**config.mk**
```make
export PLATFORM = sky130hd
export DESIGN_NAME = alu_ctrl_mdu
export DESIGN_NICKNAME = d
export VERILOG_FILES = /design/src/rtl/alu_ctrl_mdu.sv
export SDC_FILE = /design/constraint.sdc
export NUM_CORES = 1
export LEC_CHECK = 0
export BUFFER_PORTS_ARGS = -buffer_cell sky130_fd_sc_hd__buf_4
export CAP_MARGIN = 20
export CORE_MARGIN = 2
export CORE_UTILIZATION = 56
export CTS_BUF_LIST = sky130_fd_sc_hd__clkbuf_16
export CTS_CLUSTER_DIAMETER = 150
export DETAILED_ROUTE_END_ITERATION = 6
export GPL_ROUTABILITY_DRIVEN = 0
export PLACE_DENSITY = 0.76
export SLEW_MARGIN = 20
export SYNTH_ARGS = -nofsm -noshare
export SYNTH_HDL_FRONTEND = slang
export SYNTH_SLANG_ARGS = --single-unit
```
**constraint.sdc**
```tcl
create_clock -name clk -period 2.9 [get_ports clk]
set_input_delay 0.435 -clock clk [delete_from_list [all_inputs] [get_ports clk]]
set_output_delay 0.435 -clock clk [all_outputs]
set_load 0.02 [all_outputs]
```
**src/rtl/alu_ctrl_mdu.sv**
```systemverilog
// alu_ctrl_mdu: EX-stage ALU control decode plus an iterative multiply/divide
// unit (mult, multu, div, divu) with architectural HI/LO and mfhi/mflo read-out.
// Radix-2 shift-add multiply and restoring divide, one bit per cycle.
// Optional macro MDU_EARLY_TERM_EN: a multiply finishes as soon as the
// remaining multiplier bits are all zero, instead of always running WIDTH steps.
module alu_ctrl_mdu #(
  parameter int WIDTH = 32,  // operand and HI/LO width, even and >= 4
  parameter int CNT_W = 6    // iteration counter width, 2**CNT_W > WIDTH
) (
  input  logic             clk,
  input  logic             rst_n,
  input  logic [5:0]       op,
  input  logic [5:0]       funct,
  input  logic [1:0]       aluop,
  input  logic             issue,
  input  logic [WIDTH-1:0] src_a,
  input  logic [WIDTH-1:0] src_b,
  output logic [2:0]       aluctrl,
  output logic             md_busy,
  output logic             md_done,
  output logic             stall,
  output logic             hilo_rd,
  output logic [WIDTH-1:0] hilo_data,
  output logic [WIDTH-1:0] hi,
  output logic [WIDTH-1:0] lo
);

  typedef enum logic [1:0] {S_IDLE, S_MUL, S_DIV, S_DONE} state_e;

  localparam logic [CNT_W-1:0] LAST_CNT = CNT_W'(WIDTH);

  state_e             state_q;
  logic [CNT_W-1:0]   cnt_q;
  logic [2*WIDTH-1:0] mcand_q;   // multiplicand magnitude, shifts left
  logic [2*WIDTH-1:0] prod_q;    // product magnitude accumulator
  logic [WIDTH-1:0]   mplier_q;  // remaining multiplier bits, shifts right
  logic [WIDTH-1:0]   quo_q;     // dividend bits shift out, quotient bits shift in
  logic [WIDTH-1:0]   rem_q;     // partial remainder
  logic [WIDTH-1:0]   dvsr_q;    // divisor magnitude
  logic [WIDTH-1:0]   hi_q, lo_q;
  logic               neg_a_q, neg_b_q;
  logic               md_busy_q, md_done_q;

  // ---------------------------------------------------------------------------
  // Instruction classification
  // ---------------------------------------------------------------------------
  logic r_type, md_op;

  assign r_type    = (aluop == 2'b10) && (op == 6'b000000);
  assign md_op     = r_type && (funct[5:2] == 4'b0110);
  assign hilo_rd   = r_type && ((funct == 6'b010000) || (funct == 6'b010010));
  assign hilo_data = hilo_rd ? (funct[1] ? lo_q : hi_q) : '0;
  assign stall     = issue & (md_op | hilo_rd) & (state_q != S_IDLE);

  assign md_busy = md_busy_q;
  assign md_done = md_done_q;
  assign hi      = hi_q;
  assign lo      = lo_q;

  // ALU control decode from aluop/op/funct
  always_comb begin
    // NOTE: default first so every path assigns aluctrl and no latch is inferred.
    aluctrl = 3'b000;
    case (aluop)
      2'b01: aluctrl = 3'b001;
      2'b11: aluctrl = 3'b111;
      2'b10: begin
        if (op == 6'b000000) begin
          case (funct)
            6'b100000: aluctrl = 3'b000;  // add
            6'b100010: aluctrl = 3'b001;  // sub
            6'b100100: aluctrl = 3'b010;  // and
            6'b100101: aluctrl = 3'b011;  // or
            6'b100110: aluctrl = 3'b100;  // xor
            6'b100111: aluctrl = 3'b101;  // nor
            6'b101010: aluctrl = 3'b110;  // slt
            default:   aluctrl = 3'b000;
          endcase
        end else begin
          case (op)
            6'b001000: aluctrl = 3'b000;  // addi
            6'b001100: aluctrl = 3'b010;  // andi
            6'b001101: aluctrl = 3'b011;  // ori
            6'b001110: aluctrl = 3'b100;  // xori
            6'b001010: aluctrl = 3'b110;  // slti
            default:   aluctrl = 3'b000;
          endcase
        end
      end
      default: aluctrl = 3'b000;
    endcase
  end

  // ---------------------------------------------------------------------------
  // Operand magnitudes. funct[0]=0 selects the signed forms (mult, div).
  // An unsigned WIDTH-bit magnitude holds 2**(WIDTH-1), so the most negative
  // operand needs no special case.
  // ---------------------------------------------------------------------------
  logic             is_signed, a_neg, b_neg;
  logic [WIDTH-1:0] a_mag, b_mag;

  assign is_signed = ~funct[0];
  assign a_neg     = is_signed & src_a[WIDTH-1];
  assign b_neg     = is_signed & src_b[WIDTH-1];
  assign a_mag     = a_neg ? -src_a : src_a;
  assign b_mag     = b_neg ? -src_b : src_b;

  // ---------------------------------------------------------------------------
  // Restoring divide step. The partial remainder is always below the divisor
  // (or, for a zero divisor, has at most WIDTH-1 significant bits), so bit
  // WIDTH of trial-divisor is set exactly when the subtraction would borrow.
  // ---------------------------------------------------------------------------
  logic [WIDTH:0]   trial, sub;
  logic             q_bit;
  logic [WIDTH-1:0] rem_step;

  assign trial    = {rem_q, quo_q[WIDTH-1]};
  assign sub      = trial - {1'b0, dvsr_q};
  assign q_bit    = ~sub[WIDTH];
  assign rem_step = q_bit ? sub[WIDTH-1:0] : trial[WIDTH-1:0];

  // Iteration end conditions; the last MUL/DIV cycle writes HI/LO instead of stepping.
  logic mul_last, div_last;

`ifdef MDU_EARLY_TERM_EN
  assign mul_last = (cnt_q == LAST_CNT) || ((cnt_q != '0) && (mplier_q == '0));
`else
  assign mul_last = (cnt_q == LAST_CNT);
`endif
  assign div_last = (cnt_q == LAST_CNT);

  // Sign correction. A zero divisor forces an all-ones quotient; the remainder
  // path already reproduces src_a in that case.
  logic [2*WIDTH-1:0] prod_fix;
  logic [WIDTH-1:0]   quo_fix, rem_fix;

  assign prod_fix = (neg_a_q ^ neg_b_q) ? -prod_q : prod_q;
  assign quo_fix  = (dvsr_q == '0) ? '1 : ((neg_a_q ^ neg_b_q) ? -quo_q : quo_q);
  assign rem_fix  = neg_a_q ? -rem_q : rem_q;

  // Control FSM: state, iteration count, operand signs and the busy/done flags
  always_ff @(posedge clk or negedge rst_n) begin
    if (!rst_n) begin
      state_q   <= S_IDLE;
      cnt_q     <= '0;
      neg_a_q   <= 1'b0;
      neg_b_q   <= 1'b0;
      md_busy_q <= 1'b0;
      md_done_q <= 1'b0;
    end else begin
      // NOTE: non-blocking assignments throughout clocked logic so every
      // register samples the pre-edge values, independent of statement order.
      md_done_q <= 1'b0;
      case (state_q)
        S_IDLE: begin
          if (issue && md_op) begin
            state_q   <= funct[1] ? S_DIV : S_MUL;
            cnt_q     <= '0;
            neg_a_q   <= a_neg;
            neg_b_q   <= b_neg;
            md_busy_q <= 1'b1;
          end
        end
        S_MUL: begin
          if (mul_last) begin
            state_q   <= S_DONE;
            md_busy_q <= 1'b0;
            md_done_q <= 1'b1;
          end else begin
            cnt_q <= cnt_q + CNT_W'(1);
          end
        end
        S_DIV: begin
          if (div_last) begin
            state_q   <= S_DONE;
            md_busy_q <= 1'b0;
            md_done_q <= 1'b1;
          end else begin
            cnt_q <= cnt_q + CNT_W'(1);
          end
        end
        S_DONE:  state_q <= S_IDLE;
        default: state_q <= S_IDLE;
      endcase
    end
  end

  // Datapath: operand capture, one multiply/divide step per cycle, HI/LO write-back
  always_ff @(posedge clk or negedge rst_n) begin
    if (!rst_n) begin
      mcand_q  <= '0;
      prod_q   <= '0;
      mplier_q <= '0;
      quo_q    <= '0;
      rem_q    <= '0;
      dvsr_q   <= '0;
      hi_q     <= '0;
      lo_q     <= '0;
    end else begin
      case (state_q)
        S_IDLE: begin
          if (issue && md_op) begin
            mcand_q  <= {{WIDTH{1'b0}}, a_mag};
            prod_q   <= '0;
            mplier_q <= b_mag;
            quo_q    <= a_mag;
            rem_q    <= '0;
            dvsr_q   <= b_mag;
          end
        end
        S_MUL: begin
          if (mul_last) begin
            hi_q <= prod_fix[2*WIDTH-1:WIDTH];
            lo_q <= prod_fix[WIDTH-1:0];
          end else begin
            if (mplier_q[0]) prod_q <= prod_q + mcand_q;
            mcand_q  <= {mcand_q[2*WIDTH-2:0], 1'b0};
            mplier_q <= {1'b0, mplier_q[WIDTH-1:1]};
          end
        end
        S_DIV: begin
          if (div_last) begin
            hi_q <= rem_fix;
            lo_q <= quo_fix;
          end else begin
            quo_q <= {quo_q[WIDTH-2:0], q_bit};
            rem_q <= rem_step;
          end
        end
        default: ;
      endcase
    end
  end

endmodule

```
==> After elaboration in Yosys (flattened, before gate mapping) <==
Index checks and enable logic that the tools add are counted.
{ "totals": {"inputBits": 81, "ff_bits": 332, "out_inout_bits": 103, "elab_cells": 127} }
{ "op_classes": {"n_addsub": 8, "n_bitwise": 8, "n_reduce_logical": 22, "n_eq_ne": 28, "mux": 47} }
{ "op_table": {"columns": ["operator", "n"], "rows": [
  ["32-bit 2-to-1 mux", 18],
  ["64-bit 2-to-1 mux", 6],
  ["32-bit case mux with 2 select lines", 5],
  ["64-bit case mux with 2 select lines", 2],
  ["32-bit negator", 4],
  ["64-bit adder", 1],
  ["64-bit negator", 1],
  ["6-bit equality test (second input constant)", 7],
  ["33-bit by 32-bit subtractor with 33-bit output", 1],
  ["32-bit zero test", 1],
  ["6-bit by 4-bit equality test with 1-bit output (second input constant)", 4],
  ["3-bit case mux with 6 select lines", 1],
  ["3-bit AND reduction", 5],
  ["2-bit inequality test (second input constant)", 7],
  ["6-bit by 5-bit equality test with 1-bit output (second input constant)", 2],
  ["6-bit 2-to-1 mux", 2],
  ["3-bit case mux with 4 select lines", 1],
  ["6-bit case mux with 2 select lines", 1],
  ["2-bit nonzero test", 5],
  ["3-bit case mux with 3 select lines", 1],
  ["2-bit equality test (second input constant)", 4],
  ["6-bit by 1-bit adder with 6-bit output (second input constant)", 1],
  ["6-bit zero test", 1],
  ["2-bit 2-to-1 mux", 3],
  ["17 further kinds", 29]
]} }

==> Longest topological paths before layout <==
Gate-level depths: netlist of the first run.
{ "logic_depth": {"depth_word": 6, "depth_mapped": 14} }

==> Worst setup path after synthesis of the first run <==
No wires, ideal clock.
{ "synth_timing": {"path_type": "reg-to-reg", "start": "register rem_q[9]", "end": "register rem_q[31]", "setup_slack_ps": -256, "n_path_buf": 0, "path_stages_with_launch": 12, "t_arrival_ps": 3024, "setup_time_ps": 132, "cell_sequence": "dfrtp_1 ha_1 and3_1 a221o_1 a21oi_1 o31ai_2 a221oi_2 o211ai_2 a2111oi_4 o211a_1 nor4_1 or3b_1"} }
{ "synth_via": {"elab_chain_len": 4} }
{ "synth_rtl": {"columns": ["item", "line", "text"], "rows": [
  ["from (decl)", "38", "logic [WIDTH-1:0] rem_q;"],
  ["from (signal assigned)", "227", "rem_q <= rem_step;"],
  ["33-bit by 32-bit subtractor with 33-bit output", "118", "assign sub = trial - {1'b0, dvsr_q};"],
  ["32-bit 2-to-1 mux", "120", "assign rem_step = q_bit ? sub[WIDTH-1:0] : trial[WIDTH-1:0];"],
  ["32-bit 2-to-1 mux", "222", "if (div_last) begin"],
  ["32-bit case mux with 2 select lines", "200", "case (state_q)"]
]} }
Every way passes these cells. The select of a mux whose other input is x is not followed.
A chain may end at the register's enable or synchronous reset.

==> Worst setup path after layout of the first run <==
{ "layout_timing": {"start": "register prod_q[29]", "end": "register prod_q[60]"} }
{ "layout_via": {"elab_chain_len": 4} }
{ "layout_rtl": {"columns": ["item", "line", "text"], "rows": [
  ["from (decl)", "35", "logic [2*WIDTH-1:0] prod_q;"],
  ["from (signal assigned)", "216", "if (mplier_q[0]) prod_q <= prod_q + mcand_q;"],
  ["64-bit adder", "216", null],
  ["64-bit 2-to-1 mux", "216", null],
  ["64-bit 2-to-1 mux", "212", "if (mul_last) begin"],
  ["64-bit case mux with 2 select lines", "200", null]
]} }
Every way passes these cells. The select of a mux whose other input is x is not followed.

==> results of run 1 <==
[per-stage QoR]
| step | instances | area [µm²] |
|---|---|---|
| after floorplan | 2997 | 24300 |
| after global placement | 4001 | 29200 |
| after detailed placement | 4001 | 29200 |
| after CTS | 4098 | 31400 |
| after global routing | 4139 | 32700 |
| final | 4139 | 32700 |
[tightest hold or removal path, delay by kind of cell]
| kind | cells | cell delay, ns |
|---|---|---|
| multiplexers | 1 | 0.07 |
| AO/OA/AOI/OAI | 1 | 0.13 |
| buffers and inverters | 1 | 0.11 |
[synthesized netlist by cell type (15+ instances only)]
cell      number
o22a_1        30
nand4_1       26
o21ai_0      323
or4_1         29
inv_1         75
ha_1         105
a21oi_1      235
nand2_1      398
mux2i_1       96
clkbuf_1     146
xor2_1       117
dfrtp_1      332
o21ai_1       28
xnor2_1      149
nand3_1      132
o31ai_1       43
a31oi_1       21
o21bai_1      21
a21o_1        67
a211oi_1      18
nor4_1        28
and3_1        23
or3_1         23
nor2_1       269
buf_1         19
o41ai_1       15
nand2b_1      18
nor3_1        53
[state kept, by name, summed over array words and instances, names as in the netlist]
| signal | flops |
|---|---|
| neg_b_q | 1 |
| state_q | 2 |
| hi | 32 |
| cnt_q | 6 |
| lo | 32 |
| mcand_q | 64 |
| quo_q | 32 |
| prod_q | 64 |
| mplier_q | 32 |
| dvsr_q | 32 |
| md_busy | 1 |
| rem_q | 32 |
| md_done | 1 |
| neg_a_q | 1 |
[power groups by stage]
stage / Combinational (mW) / Sequential, mW / Clock, mW
after global placement: 17.5 / 7.12 / 0
final: 22.8 / 7.36 / 4.67
after global routing: 24.0 / 7.46 / 4.88
after CTS: 19.2 / 7.21 / 4.69
after floorplan: 10.7 / 7.16 / 0
after detailed placement: 18.0 / 7.21 / 0
[cell families after synthesis]
kind of cell    Yosys count  share of synthesized area [%]
compound gates          882                           22.1
fa+ha+maj               107                           5.59
simple gates           1064                           20.3
flops                   332                           34.3
xor+xnor                266                           9.62
mux                     101                           4.24
buf+inv                 245                           3.82
[worst max path at each step]
stage,start,to,cells after the start
floorplan,dvsr_q[1],rem_q[31],12
global placement,mcand_q[1],prod_q[51],12
detailed placement,prod_q[1],prod_q[55],11
CTS,prod_q[1],hi[17],11
global route,dvsr_q[1],rem_q[31],12
finish,prod_q[29],prod_q[60],13
[routing by layer]
metal | track usage (%) | part of all wire [%]
met1 | 50.4 | 39
met2 | 57.0 | 44
met3 | 7.96 | 12
met4 | 14.0 | 5.3
met5 | 0 | 0
[what timing repair did]
item | 4_1_cts | 5_1_grt
cloned | 1 | 1
endpoints found under the hold margin | 79 | 0
buffers inserted | 33 | 44
gates resized for setup | 175 | 226
pin swaps | 87 | 130
setup endpoints to repair | 81 | 134
hold buffers | 1 | 0
[cell type report]
| class | instances | area, µm² | area share (%) |
|---|---|---|---|
| clock buffers | 37 | 926 | 2.83 |
| clock inverters | 26 | 228 | 0.696 |
| inverters | 75 | 282 | 0.861 |
| multi-input cells | 2420 | 16800 | 51.3 |
| flip-flops and latches | 332 | 8310 | 25.4 |
| well taps | 585 | 732 | 2.24 |
| repair buffers | 664 | 5430 | 16.6 |
==> results.toml, run 1 <==
[final_layout]
final_common_cell = "buf_4"
final_cell_mix = "buf_4, nand2_1, dfrtp_1"
utilization_pct = 76.2
layout-drive-gt1-share_pct = 28.6
area_growth_pct = 35.0
antenna_cells = 0
final.fill_count = 2724
finalNetCount = 3718

[sta]
slew_viol_final = 0
finalClockSkew_ns = 0.0158
rsz0062_at_grt = "true"
whs_ns = 0.231
worstMarginPinSlew_ns = 0.910
setup_viol = 68
setup_tns_ns = -7.99
timing.final.crit_period_ns = 3.18
fmax_mhz = 315
hold_violations = 0
slew_headroom_pct = 39.1
period_share_pct = 110
timing.final.ws_setup_ns = -0.278

[route]
wire_per_inst_um = 21.9
postRouteAntennaNets = 0
drt_iter0_drc = 3552
drc = 0
dr.pass1.iters = 7
viasPerCell = 6.47
wirelength_um = 90700
dr_total_vias = 26800

[power_and_ir_drop]
total_power_mw = 34.8
pwr-share-seq_pct = 21.2
share_comb_of_total_power_pct = 65.4
power_leakage_nw = 14.9
switching_share_pct = 46.7
p_clk_share_pct = 13.4
switchingPower_mw = 16.2
ir_drop_v = 0.000727
internal_power_mw = 18.5
p_per_area_nw_per_um2 = 1060

[clock_tree]
cts_sinks = 332
h-tree-depth = 2
cts.path.max_buffers = 3
cts_buffers = 37
cts_tree = "yes"
path_clk_slew_ns = 0.06
clockRootBuffer = "clkbuf_16"
clock_latency_ns = 0.57

[place]
dp_hpwl_um = 62200
portBuffers = 183
place_ws_ns = -0.492

[worst_setup_path]
cp-end-kind = "flop"
cp_cell_sequence = "buf_4 -> ha_1 -> buf_4 -> nand4_1 -> nor2_2 -> and3_1 -> nand3_1 -> a21oi_4 -> o2111ai_2 -> buf_4 -> a211oi_4 -> mux2i_1 -> nand2_1"
cp_common_cell = "buf_4"
r2r_cells = 13
critical_path_buf_inv_count = 3
r2r_start = "prod_q[29]"
critPathTopFamily = "simple AND/OR/NAND/NOR gates"
start_kind = "flop"
r2r_end = "prod_q[60]"
r2r_slack_ns = -0.28
worstSetupPathType = "flop to flop"
worst-path-max-fanout = 6
worstPathRequired_ns = 3.35
slowest_delay_ns = 0.38
slowest_stage = "dfrtp_1"
cp_data_arrival_time_ns = 3.62

[yosys]
async_reset_ff_share_pct = 100
synth.avg_cell_area_um2 = 8.08
synth_top_area_share_pct = 34.3
synth_cells = 2997
syn_area_um2 = 24200
synth_edf_count = 0
synth-seq-cells = 332
yosys.area.top_type = "dfrtp_1"
ys.flop_type = "dfrtp_1"
synth.distinct_cells = 89
ys_warn_count = 0
synth_area_leaders = "dfrtp_1, o21ai_0, nand2_1"
ys_seq_area_share_pct = 34.3
syn_nets = 3185

[worst_hold_path]
hold_start = "src_b[0]"
holdPathStages = 3
hold_end = "mplier_q[0]"
hold_class = "primary input to flop"

[flow_run]
max_cap_viol_count = 0

[global_routing]
grt_max_degree = 159
antenna_found_initial = 1
track_usage_pct = 36.8
grt_pass1_vias = 24100
grt_overflow_total = 0
grt_pass1_wl_um = 131000

[floorplan]
start_util_pct = 56.5
dieArea_um2 = 44900
io_pins = 184
die_w_um = 212
coreArea_um2 = 42900
fp-row-count = 76
die_height_um = 212

[run_status]
violations = "setup timing"
status = "complete, but fails checks"
(Power assumes the default switching activity.)
==> run 2, diff against run 1 <==
--- a/config.mk
+++ b/config.mk
@@ -18,3 +18,4 @@
 export SYNTH_ARGS = -nofsm -noshare
 export SYNTH_HDL_FRONTEND = slang
 export SYNTH_SLANG_ARGS = --single-unit
+export TNS_END_PERCENT = 50
==> results.toml, run 2 (same netlist as run 1, synthesis figures left out) <==
[route]
dr_total_vias = 26500
drt_iter0_drc = 3478
viasPerCell = 6.42
dr.pass1.iters = 7
wire_per_inst_um = 21.5
postRouteAntennaNets = 0
wl_met1_um = 34300
wirelength_um = 88800
dr.max_layer_used = "met5"
drc = 8
wl_met3_um = 10700
wl_met2_um = 39500

[worst_setup_path]
worst-path-max-fanout = 3
slowest_delay_ns = 0.43
worstSetupPathType = "flop to flop"
critical_path_buf_inv_count = 0
cp_cell_sequence = "ha_4 -> and3_4 -> a221o_1 -> a21oi_2 -> o31ai_4 -> a221oi_2 -> o211ai_2 -> a2111oi_4 -> o211a_1 -> nor4_1 -> or3b_1"
critPathTopFamily = "compound AO/OA/AOI/OAI gates"
start_kind = "flop"
cp-end-kind = "flop"
slowest_stage = "dfrtp_1"
worstPathRequired_ns = 3.34
cp_data_arrival_time_ns = 3.66

[place]
placed_cell_area_um2 = 29200
dp_cells = 4001
portBuffers = 183
dp_hpwl_um = 62200

[final_layout]
layout-drive-gt1-share_pct = 27.5
final.fill_count = 2799
final_cell_mix = "buf_4, nand2_1, dfrtp_1"
regArea_um2 = 8310
area_growth_pct = 33.6
final_common_cell = "buf_4"
design_area_um2 = 32400
utilization_pct = 75.5
final_cell_count_no_fill = 4131
multiInputGateArea_um2 = 16600
reg_top3 = "mcand_q (64), prod_q (64)"
finalNetCount = 3709

[clock_tree]
clockRootBuffer = "clkbuf_16"
cts_buffers = 37
cts_sinks = 332
h-tree-depth = 2
path_clk_slew_ns = 0.06
cts.path.max_buffers = 3
clock_latency_ns = 0.58
cts_tree = "yes"

[worst_hold_path]
hold_class = "primary input to flop"

[sta]
whs_ns = 0.232
timing.final.crit_period_ns = 3.22
rsz0062_at_grt = "true"
finalClockSkew_ns = 0.0233
hold_violations = 0
timing.final.ws_setup_ns = -0.321
setup_viol = 54
period_share_pct = 111
slew_headroom_pct = 39.8
worstMarginPinSlew_ns = 0.900
slew_viol_final = 0
fmax_mhz = 310

[power_and_ir_drop]
switchingPower_mw = 15.8
power_leakage_nw = 14.8
share_comb_of_total_power_pct = 64.5
ir_drop_v = 0.000770
internal_power_mw = 18.1
p_per_area_nw_per_um2 = 1050
total_power_mw = 33.9
pwr-share-seq_pct = 21.7
p_clk_share_pct = 13.8
switching_share_pct = 46.5

[global_routing]
grt_pass1_vias = 24000
grt_pass1_wl_um = 130000
grt_max_degree = 159
track_usage_pct = 36.6
grt_overflow_total = 0
antenna_found_initial = 3

[floorplan]
dieArea_um2 = 44900
io_pins = 184
start_util_pct = 56.5
coreArea_um2 = 42900
die_height_um = 212
die_w_um = 212
fp-row-count = 76

[run_status]
status = "complete, but fails checks"
violations = "DRC, setup timing"

[flow_run]
max_cap_viol_count = 0
run 2: changes by cell type in the layout (fill, tap and decap cells not counted), moves of 3 or more:
cell	before	now
nand3_2	48	25
a21oi_1	205	208
nand3_1	81	106
o21ai_1	63	59
ha_1	82	79
xnor2_1	131	137
nor3_2	8	5
xnor2_2	16	10
nand2_1	386	389
buf_6	36	28
buf_4	601	604
run 2: repair_timing:
action                     CTS  global route
hold endpoints to repair    79             0
setup endpoints to repair   81           130
gates resized for setup    146           201
gates cloned                 1             0
hold buffers                 1             0
pin swaps                   73           109
setup buffers               28            40
run 2: final cells by class:
cell class              count  area share (%)
multi-input cells        2420            51.3
well taps                 585            2.26
clock inverters            26           0.703
clock buffers              37            2.86
diodes                      1         0.00773
flip-flops and latches    332            25.7
repair buffers            655            16.3
inverters                  75           0.877
run 2: worst paths after layout:
path                                     end   startpoint  slack, ns  cells after the start
max in group asynchronous       mplier_q[21]        rst_n       1.58                      3
worst min-delay path             mplier_q[0]     src_b[0]       0.23                      3
worst max-delay path               rem_q[31]     rem_q[9]      -0.32                     11
min in group asynchronous             lo[15]        rst_n       0.43                      2
worst max register to register     rem_q[31]     rem_q[9]      -0.32                     11
worst min register to register   mplier_q[6]  mplier_q[6]       0.48                      2
run 2: layer usage:
layer,global-route usage [%],up-vias
li1,-,11800
met1,49.6,12500
met2,57.2,1794
met3,9.00,418
met4,12.7,2
met5,0,-
run 2: power by group through the flow:
stage / clock, mW / combinational (mW) / sequential, mW
2_1_floorplan: 0 / 10.7 / 7.16
3_3_place_gp: 0 / 17.5 / 7.12
3_5_place_dp: 0 / 18.0 / 7.21
4_1_cts: 4.69 / 19.1 / 7.20
5_1_grt: 4.88 / 23.2 / 7.46
6_report: 4.67 / 21.8 / 7.35
run 2: through the flow:
stage / worst slack, ns / TNS [ns]
final: -0.321 / -5.07
after floorplan: -0.189 / -0.250
after global placement: -0.443 / -9.01
after detailed placement: -0.492 / -15.27
after global routing: -0.409 / -11.69
after CTS: -0.158 / -2.03
run 2: tightest hold or removal path: stages:
cell     delay, ns
buf_4         0.12
mux2i_1       0.07
o21ai_0       0.13
